<file path="src/rtl/mem_arbiter_if.sv">
// mem_arbiter_if: groups the cache-side request/response signals and the
// RAM beat bus of mem_arbiter. The master modport is the arbiter's view;
// the slave modport is the view of the caches and RAM controller.
interface mem_arbiter_if #(
    parameter int ADDR_WIDTH  = 32,
    parameter int DATA_WIDTH  = 32,
    parameter int LINE_WORDS  = 4,
    parameter int MY_WIDTH = DATA_WIDTH * LINE_WORDS
);
    logic                   i_read_i;
    logic [ADDR_WIDTH-1:0]  i_addr_i;
    logic [MY_WIDTH-1:0] i_data_o;
    logic                   i_done_o;
    logic                   d_read_i;
    logic                   d_write_i;
    logic [ADDR_WIDTH-1:0]  d_addr_i;
    logic [DATA_WIDTH-1:0]  d_wdata_i;
    logic [MY_WIDTH-1:0] d_data_o;
    logic                   d_done_o;
    logic                   ram_req_o;
    logic                   ram_we_o;
    logic [ADDR_WIDTH-1:0]  ram_addr_o;
    logic [DATA_WIDTH-1:0]  ram_wdata_o;
    logic [DATA_WIDTH-1:0]  ram_rdata_i;
    logic                   ram_ack_i;

    modport master (
        input  i_read_i, i_addr_i, d_read_i, d_write_i, d_addr_i, d_wdata_i,
               ram_rdata_i, ram_ack_i,
        output i_data_o, i_done_o, d_data_o, d_done_o,
               ram_req_o, ram_we_o, ram_addr_o, ram_wdata_o
    );

    modport slave (
        output i_read_i, i_addr_i, d_read_i, d_write_i, d_addr_i, d_wdata_i,
               ram_rdata_i, ram_ack_i,
        input  i_data_o, i_done_o, d_data_o, d_done_o,
               ram_req_o, ram_we_o, ram_addr_o, ram_wdata_o
    );
endinterface

</file>
<file path="src/rtl/mem_arbiter.sv">
// mem_arbiter: shares one word-wide RAM port between i-cache line refills
// and d-cache line refills / word writes. Refills run as LINE_WORDS beats
// assembled into a line register per port; writes are a single beat.
// Optional macro ARB_ROUND_ROBIN_EN: when both sides request, grant the side
// not granted last. Without it, the d-side always wins over the i-side.
module mem_arbiter #(
    parameter int ADDR_WIDTH  = 32,
    parameter int DATA_WIDTH  = 32,
    parameter int LINE_WORDS  = 4,
    parameter int MY_WIDTH = DATA_WIDTH * LINE_WORDS
) (
    input  logic          clk,
    input  logic          rst,
    mem_arbiter_if.master bus
);
    localparam int CNT_W = (LINE_WORDS > 1) ? $clog2(LINE_WORDS) : 1;
    localparam int OFF_W = $clog2(LINE_WORDS * DATA_WIDTH / 8);
    localparam logic [ADDR_WIDTH-1:0] LINE_MASK = ~ADDR_WIDTH'((1 << OFF_W) - 1);
    localparam logic [ADDR_WIDTH-1:0] WORD_MASK = ~ADDR_WIDTH'(3);

    typedef enum logic [2:0] {IDLE, I_FILL, D_FILL, D_WRITE, DONE} state_t;

    state_t                 state_q, state_d;
    logic [CNT_W-1:0]       beat_q, beat_d;
    logic [ADDR_WIDTH-1:0]  base_q, base_d;
    logic                   ram_req_q, ram_req_d;
    logic                   ram_we_q, ram_we_d;
    logic [ADDR_WIDTH-1:0]  ram_addr_q, ram_addr_d;
    logic [DATA_WIDTH-1:0]  ram_wdata_q, ram_wdata_d;
    logic [MY_WIDTH-1:0] i_line_q, i_line_d;
    logic [MY_WIDTH-1:0] d_line_q, d_line_d;
    logic                   i_done_q, i_done_d;
    logic                   d_done_q, d_done_d;
    logic                   want_d, grant_d;
`ifdef ARB_ROUND_ROBIN_EN
    logic                   last_d_q, last_d_d;
`endif

    // Next-state and registered-output computation for the arbiter FSM.
    always_comb begin
        state_d     = state_q;
        beat_d      = beat_q;
        base_d      = base_q;
        ram_req_d   = ram_req_q;
        ram_we_d    = ram_we_q;
        ram_addr_d  = ram_addr_q;
        ram_wdata_d = ram_wdata_q;
        i_line_d    = i_line_q;
        d_line_d    = d_line_q;
        i_done_d    = 1'b0;
        d_done_d    = 1'b0;
        want_d      = bus.d_read_i | bus.d_write_i;
`ifdef ARB_ROUND_ROBIN_EN
        last_d_d    = last_d_q;
        grant_d     = want_d && (!bus.i_read_i || !last_d_q);
`else
        grant_d     = want_d;
`endif

        case (state_q)
            IDLE: begin
                ram_req_d = 1'b0;
                ram_we_d  = 1'b0;
                beat_d    = '0;
                if (grant_d) begin
`ifdef ARB_ROUND_ROBIN_EN
                    last_d_d = 1'b1;
`endif
                    ram_req_d = 1'b1;
                    if (bus.d_write_i) begin
                        // A simultaneous read+write from the d-side is served as the write.
                        state_d     = D_WRITE;
                        ram_we_d    = 1'b1;
                        ram_addr_d  = bus.d_addr_i & WORD_MASK;
                        ram_wdata_d = bus.d_wdata_i;
                    end else begin
                        state_d    = D_FILL;
                        base_d     = bus.d_addr_i & LINE_MASK;
                        ram_addr_d = bus.d_addr_i & LINE_MASK;
                    end
                end else if (bus.i_read_i) begin
`ifdef ARB_ROUND_ROBIN_EN
                    last_d_d = 1'b0;
`endif
                    state_d    = I_FILL;
                    ram_req_d  = 1'b1;
                    base_d     = bus.i_addr_i & LINE_MASK;
                    ram_addr_d = bus.i_addr_i & LINE_MASK;
                end
            end
            I_FILL, D_FILL: begin
                if (bus.ram_ack_i) begin
                    if (state_q == I_FILL) begin
                        i_line_d[beat_q * DATA_WIDTH +: DATA_WIDTH] = bus.ram_rdata_i;
                    end else begin
                        d_line_d[beat_q * DATA_WIDTH +: DATA_WIDTH] = bus.ram_rdata_i;
                    end
                    if (beat_q == CNT_W'(LINE_WORDS - 1)) begin
                        ram_req_d = 1'b0;
                        state_d   = DONE;
                        i_done_d  = (state_q == I_FILL);
                        d_done_d  = (state_q == D_FILL);
                    end else begin
                        // Next beat's address is presented the cycle after the ack.
                        beat_d     = beat_q + CNT_W'(1);
                        ram_addr_d = base_q + (ADDR_WIDTH'(beat_d) << 2);
                    end
                end
            end
            D_WRITE: begin
                if (bus.ram_ack_i) begin
                    ram_req_d = 1'b0;
                    ram_we_d  = 1'b0;
                    state_d   = DONE;
                    d_done_d  = 1'b1;
                end
            end
            DONE: begin
                // Requesters drop their request on done, so nothing is sampled here.
                ram_req_d = 1'b0;
                ram_we_d  = 1'b0;
                state_d   = IDLE;
            end
            default: state_d = IDLE;
        endcase
    end

    // State and output registers; reset aborts any transaction in flight.
    always_ff @(posedge clk) begin
        if (rst) begin
            state_q     <= IDLE;
            beat_q      <= '0;
            base_q      <= '0;
            ram_req_q   <= 1'b0;
            ram_we_q    <= 1'b0;
            ram_addr_q  <= '0;
            ram_wdata_q <= '0;
            i_line_q    <= '0;
            d_line_q    <= '0;
            i_done_q    <= 1'b0;
            d_done_q    <= 1'b0;
`ifdef ARB_ROUND_ROBIN_EN
            last_d_q    <= 1'b0;
`endif
        end else begin
            state_q     <= state_d;
            beat_q      <= beat_d;
            base_q      <= base_d;
            ram_req_q   <= ram_req_d;
            ram_we_q    <= ram_we_d;
            ram_addr_q  <= ram_addr_d;
            ram_wdata_q <= ram_wdata_d;
            i_line_q    <= i_line_d;
            d_line_q    <= d_line_d;
            i_done_q    <= i_done_d;
            d_done_q    <= d_done_d;
`ifdef ARB_ROUND_ROBIN_EN
            last_d_q    <= last_d_d;
`endif
        end
    end

    assign bus.i_data_o    = i_line_q;
    assign bus.i_done_o    = i_done_q;
    assign bus.d_data_o    = d_line_q;
    assign bus.d_done_o    = d_done_q;
    assign bus.ram_req_o   = ram_req_q;
    assign bus.ram_we_o    = ram_we_q;
    assign bus.ram_addr_o  = ram_addr_q;
    assign bus.ram_wdata_o = ram_wdata_q;
endmodule
</file>
<file path="src/flat_wrapper.sv">
// flat-port wrapper written by rule: the top's interface ports become plain ports
module mem_arbiter_flat 
#(
    parameter int ADDR_WIDTH  = 32,
    parameter int DATA_WIDTH  = 32,
    parameter int LINE_WORDS  = 4,
    parameter int MY_WIDTH = DATA_WIDTH * LINE_WORDS
)
  (clk, rst, bus_i_read_i, bus_i_addr_i, bus_d_read_i, bus_d_write_i, bus_d_addr_i, bus_d_wdata_i, bus_ram_rdata_i, bus_ram_ack_i, bus_i_data_o, bus_i_done_o, bus_d_data_o, bus_d_done_o, bus_ram_req_o, bus_ram_we_o, bus_ram_addr_o, bus_ram_wdata_o);
  mem_arbiter_if #(.ADDR_WIDTH(ADDR_WIDTH), .DATA_WIDTH(DATA_WIDTH), .LINE_WORDS(LINE_WORDS), .MY_WIDTH(MY_WIDTH)) bus_i ();
  input  logic clk;
  input  logic rst;
  input wire logic [$bits(bus_i.i_read_i)-1:0] bus_i_read_i;
  input wire logic [$bits(bus_i.i_addr_i)-1:0] bus_i_addr_i;
  input wire logic [$bits(bus_i.d_read_i)-1:0] bus_d_read_i;
  input wire logic [$bits(bus_i.d_write_i)-1:0] bus_d_write_i;
  input wire logic [$bits(bus_i.d_addr_i)-1:0] bus_d_addr_i;
  input wire logic [$bits(bus_i.d_wdata_i)-1:0] bus_d_wdata_i;
  input wire logic [$bits(bus_i.ram_rdata_i)-1:0] bus_ram_rdata_i;
  input wire logic [$bits(bus_i.ram_ack_i)-1:0] bus_ram_ack_i;
  output wire logic [$bits(bus_i.i_data_o)-1:0] bus_i_data_o;
  output wire logic [$bits(bus_i.i_done_o)-1:0] bus_i_done_o;
  output wire logic [$bits(bus_i.d_data_o)-1:0] bus_d_data_o;
  output wire logic [$bits(bus_i.d_done_o)-1:0] bus_d_done_o;
  output wire logic [$bits(bus_i.ram_req_o)-1:0] bus_ram_req_o;
  output wire logic [$bits(bus_i.ram_we_o)-1:0] bus_ram_we_o;
  output wire logic [$bits(bus_i.ram_addr_o)-1:0] bus_ram_addr_o;
  output wire logic [$bits(bus_i.ram_wdata_o)-1:0] bus_ram_wdata_o;
  assign bus_i.i_read_i = bus_i_read_i;
  assign bus_i.i_addr_i = bus_i_addr_i;
  assign bus_i.d_read_i = bus_d_read_i;
  assign bus_i.d_write_i = bus_d_write_i;
  assign bus_i.d_addr_i = bus_d_addr_i;
  assign bus_i.d_wdata_i = bus_d_wdata_i;
  assign bus_i.ram_rdata_i = bus_ram_rdata_i;
  assign bus_i.ram_ack_i = bus_ram_ack_i;
  assign bus_i_data_o = bus_i.i_data_o;
  assign bus_i_done_o = bus_i.i_done_o;
  assign bus_d_data_o = bus_i.d_data_o;
  assign bus_d_done_o = bus_i.d_done_o;
  assign bus_ram_req_o = bus_i.ram_req_o;
  assign bus_ram_we_o = bus_i.ram_we_o;
  assign bus_ram_addr_o = bus_i.ram_addr_o;
  assign bus_ram_wdata_o = bus_i.ram_wdata_o;
  mem_arbiter #(.ADDR_WIDTH(ADDR_WIDTH), .DATA_WIDTH(DATA_WIDTH), .LINE_WORDS(LINE_WORDS), .MY_WIDTH(MY_WIDTH)) u_core (.clk(clk), .rst(rst), .bus(bus_i));
endmodule
</file>
<file path="config.mk">
export PLATFORM = sky130hd
export DESIGN_NAME = mem_arbiter_flat
export DESIGN_NICKNAME = d
export VERILOG_FILES = /design/src/rtl/mem_arbiter_if.sv /design/src/rtl/mem_arbiter.sv /design/src/flat_wrapper.sv
export SDC_FILE = /design/constraint.sdc
export NUM_CORES = 1
export LEC_CHECK = 0
export BUFFER_PORTS_ARGS = -buffer_cell sky130_fd_sc_hd__buf_2
export CAP_MARGIN = 40
export CORE_UTILIZATION = 45
export DETAILED_ROUTE_END_ITERATION = 10
export PLACE_DENSITY = 0.75
export SYNTH_ARGS = -nofsm -noshare
export SYNTH_HDL_FRONTEND = slang
export SYNTH_SLANG_ARGS = --single-unit
</file>
<file path="constraint.sdc">
create_clock -name clk -period 2.35 [get_ports clk]
set_clock_uncertainty 0.2 [all_clocks]
set_input_delay 0.47 -clock clk [delete_from_list [all_inputs] [get_ports clk]]
set_output_delay 0.47 -clock clk [all_outputs]
set_load 0.1 [all_outputs]
</file>
==> results.yml <==
setup_path:
  start_kind: "register"
  worst-path-buf-inv: 3
  crit_path_max_fanout: 34
  slowest_delay_ns: 0.45
  crit_family: "simple AND/OR/NAND/NOR gates"
  crit_type: "register to register"
  r2r_slack_ns: 0.03
  rr_endpoint: "u_core.bus.d_data_o[61]$_SDFFE_PP0P_"
  end_kind: "register"
  worstPathCellList: "buf_4 > inv_2 > ha_1 > nor3b_2 > buf_12 > nand3_1 > a21oi_1"
  critPathSlowestCell: "ha_1"
  critPathArrivalTime_ns: 2.56
  r2r_start: "u_core.beat_q[0]$_SDFFE_PP0P_"
  r2r_cells: 7
  required_ns: 2.59
final_layout:
  final_common_cell: "buf_2"
  final_cells: 2503
  final_nets: 2221
  final_cell_mix: "buf_2, dfxtp_1, nand2_1, a21oi_1, nand3_1"
  area_growth_syn_to_layout_pct: 30.3
  fin_area_um2: 18200
  final_util: 0.596
  drive_above_1_share: 0.284
placement:
  place_ws_ns: -0.0390
  placed_area_um2: 16600
  io_buffers: 449
  hpwlAfterDp_mm: 30.7
  gp_congestion: 0.847
  dpl.cell_count: 2408
yosys:
  synth_edf_count: 0
  syn_area_um2: 14000
  synth-main-ff-cell: "dfxtp_1"
  syn_area_per_cell_um2: 8.20
  synth_top_cell_area_share: 0.509
  yosys.area.top_type: "dfxtp_1"
  synth-seq-cells: 355
  yosys_warnings: 0
  yosysUniqueCellTypes: 47
  synth_area_leaders: "dfxtp_1, a21oi_1, nand3_1"
  async_flop_share: 0
  synthCells: 1701
  synth-seq-area-share: 0.509
pwr:
  p_leak_nw: 7.60
  power_density_nw_per_um2: 923
  swShare: 0.348
  switching_power_w: 0.00585
  clkPwrFrac: 0.363
  comb_power_share: 0.248
  pwr-share-seq: 0.389
  vdd_drop_max_v: 0.000739
  p_int_w: 0.0109
clocking:
  cts.path.max_buffers: 3
  clockRootBuffer: "clkbuf_16"
  path_clk_slew_ns: 0.06
  cts.sinks: 355
  cts_buffers: 38
  htreeDepth: 2
  cts_tree: "built"
  clkLatencyLatePin_ns: 0.52
die:
  start_util: 0.457
  die_width_um: 178
  io_pins: 458
  dieArea_um2: 31700
  core_area_um2: 30500
  dieHeight_um: 178
  rows: 64
timing:
  fin_ws_ns: 0.0326
  rsz0062_at_grt: "true"
  finalSetupViolations: 0
  period_share: 0.986
  finalMaxSlewViolations: 0
  finalCriticalPeriod_ns: 2.32
  tightest_slew_ns: 0.566
  max_freq_ghz: 0.432
  slew-limit-headroom: 0.625
  hold_viol_final: 0
  final.setup.tns_ns: 0
detailed_routing:
  drt-initial-drc-count: 1348
  num_vias: 14000
  wl_mm: 48.4
  drt-wirelength-per-cell_um: 19.3
  post-route-drc-count: 0
  postRouteAntennaNets: 0
  vias_per_cell: 5.61
  first_pass_iters: 5
grt:
  grt_start_max_net_pins: 104
  antenna_found_initial: 1
  grt_pass1_vias: 13100
  grt_pass1_wl_mm: 71.5
  grt_usage: 0.290
  grt_overflow: 0
worst_hold_path:
  min-delay-start: "bus_d_wdata_i[14]"
  hp-class: "input pin to register"
  min_path_cells: 3
  whs_endpoint: "u_core.bus.ram_wdata_o[14]$_SDFFE_PP0P_"
outcome:
  status: "finished, final reports clean"
run:
  drv_cap: 0
==> worst reg2reg max path, stage by stage, from the launching register on <==
cell and delay (ns):
dfxtp_1 0.33, buf_4 0.18, inv_2 0.09, ha_1 0.45, nor3b_2 0.42, buf_12 0.24, nand3_1 0.14, a21oi_1 0.18
==> layer usage <==
metal,up-vias,track usage,part of all wire
li1,6528,-,-
met1,6539,0.350,0.39
met2,829,0.475,0.46
met3,147,0.0718,0.10
met4,0,0.151,0.050
met5,-,0,0
==> through the flow <==
step           hold slack (ns)  total power [W]
2_1_floorplan            0.278          0.00982
3_3_place_gp             0.237           0.0107
3_5_place_dp             0.243           0.0107
4_1_cts                0.00577           0.0168
5_1_grt                0.00854           0.0173
6_report                0.0210           0.0168
==> layout make-up <==
cell class,count,area [um^2]
fillers,2630,12300
flip-flops and latches,355,7110
multi-input cells,1147,6070
repair buffers,533,3220
clock buffers,53,1070
well taps,396,495
clock inverters,12,194
inverters,6,22.5
diodes,1,2.50
==> cell families after synthesis <==
kind of cell	Yosys count	synth area share
compound gates	361	0.145
xor+xnor	2	0.00126
fa+ha+maj	8	0.00682
buf+inv	200	0.0594
flops	355	0.509
mux	57	0.0488
other cells	1	0.000269
simple gates	717	0.230
==> power groups by stage <==
stage | Sequential [W] | Clock [W] | Combinational [W]
final | 0.00652 | 0.00609 | 0.00416
after global routing | 0.00655 | 0.00641 | 0.00434
after CTS | 0.00651 | 0.00615 | 0.00412
after detailed placement | 0.00663 | 0 | 0.00407
after global placement | 0.00663 | 0 | 0.00402
after floorplan | 0.00842 | 0 | 0.00140
==> synthesized netlist by cell type, types with 2 or more instances <==
cell type / number
a211oi_1: 29
a21oi_1: 295
a221oi_1: 29
a31o_1: 2
a31oi_1: 2
and2_1: 8
buf_1: 29
buf_2: 29
buf_4: 5
buf_6: 3
clkbuf_1: 128
dfxtp_1: 355
ha_1: 6
inv_1: 5
maj3_1: 2
mux2_1: 7
mux2_4: 20
mux2i_1: 29
nand2_1: 333
nand3_1: 257
nor2_1: 65
nor2b_1: 28
nor3_1: 6
nor3b_1: 3
nor4_1: 2
or2_2: 2
or3_1: 2
==> worst max-delay path by stage <==
| stage | startpoint | to | slack [ns] | cells past startpoint |
|---|---|---|---|---|
| 6_report | u_core.beat_q[0]$_SDFFE_PP0P_ | u_core.bus.d_data_o[61]$_SDFFE_PP0P_ | 0.03 | 7 |
| 4_1_cts | u_core.beat_q[0]$_SDFFE_PP0P_ | u_core.bus.d_data_o[79]$_SDFFE_PP0P_ | 0.01 | 7 |
| 3_5_place_dp | bus_d_write_i | u_core.bus.ram_addr_o[31]$_SDFFE_PP0P_ | -0.04 | 5 |
| 3_3_place_gp | bus_d_write_i | u_core.bus.ram_addr_o[5]$_SDFFE_PP0P_ | -0.006 | 5 |
| 2_1_floorplan | u_core.beat_q[0]$_SDFFE_PP0P_ | u_core.bus.ram_addr_o[10]$_SDFFE_PP0P_ | 0.03 | 7 |
| 5_1_grt | u_core.beat_q[0]$_SDFFE_PP0P_ | u_core.bus.i_data_o[58]$_SDFFE_PP0P_ | -0.05 | 7 |
==> what timing repair did <==
item / in CTS / in global routing
hold buffers: 27 / 0
endpoints found under the hold margin: 27 / 0
resized for setup: 0 / 1
setup endpoints to repair: 0 / 63
setup buffers: 0 / 1
==> sequential cells by signal (all words and copies together) (netlist names), 2 cells and up <==
signal                  flops
u_core.beat_q               2
u_core.base_q              28
u_core.bus.ram_wdata_o     32
u_core.bus.d_data_o       128
u_core.bus.ram_addr_o      30
u_core.state_q              3
u_core.bus.i_data_o       128
Power figures use the tool's default switching activity.
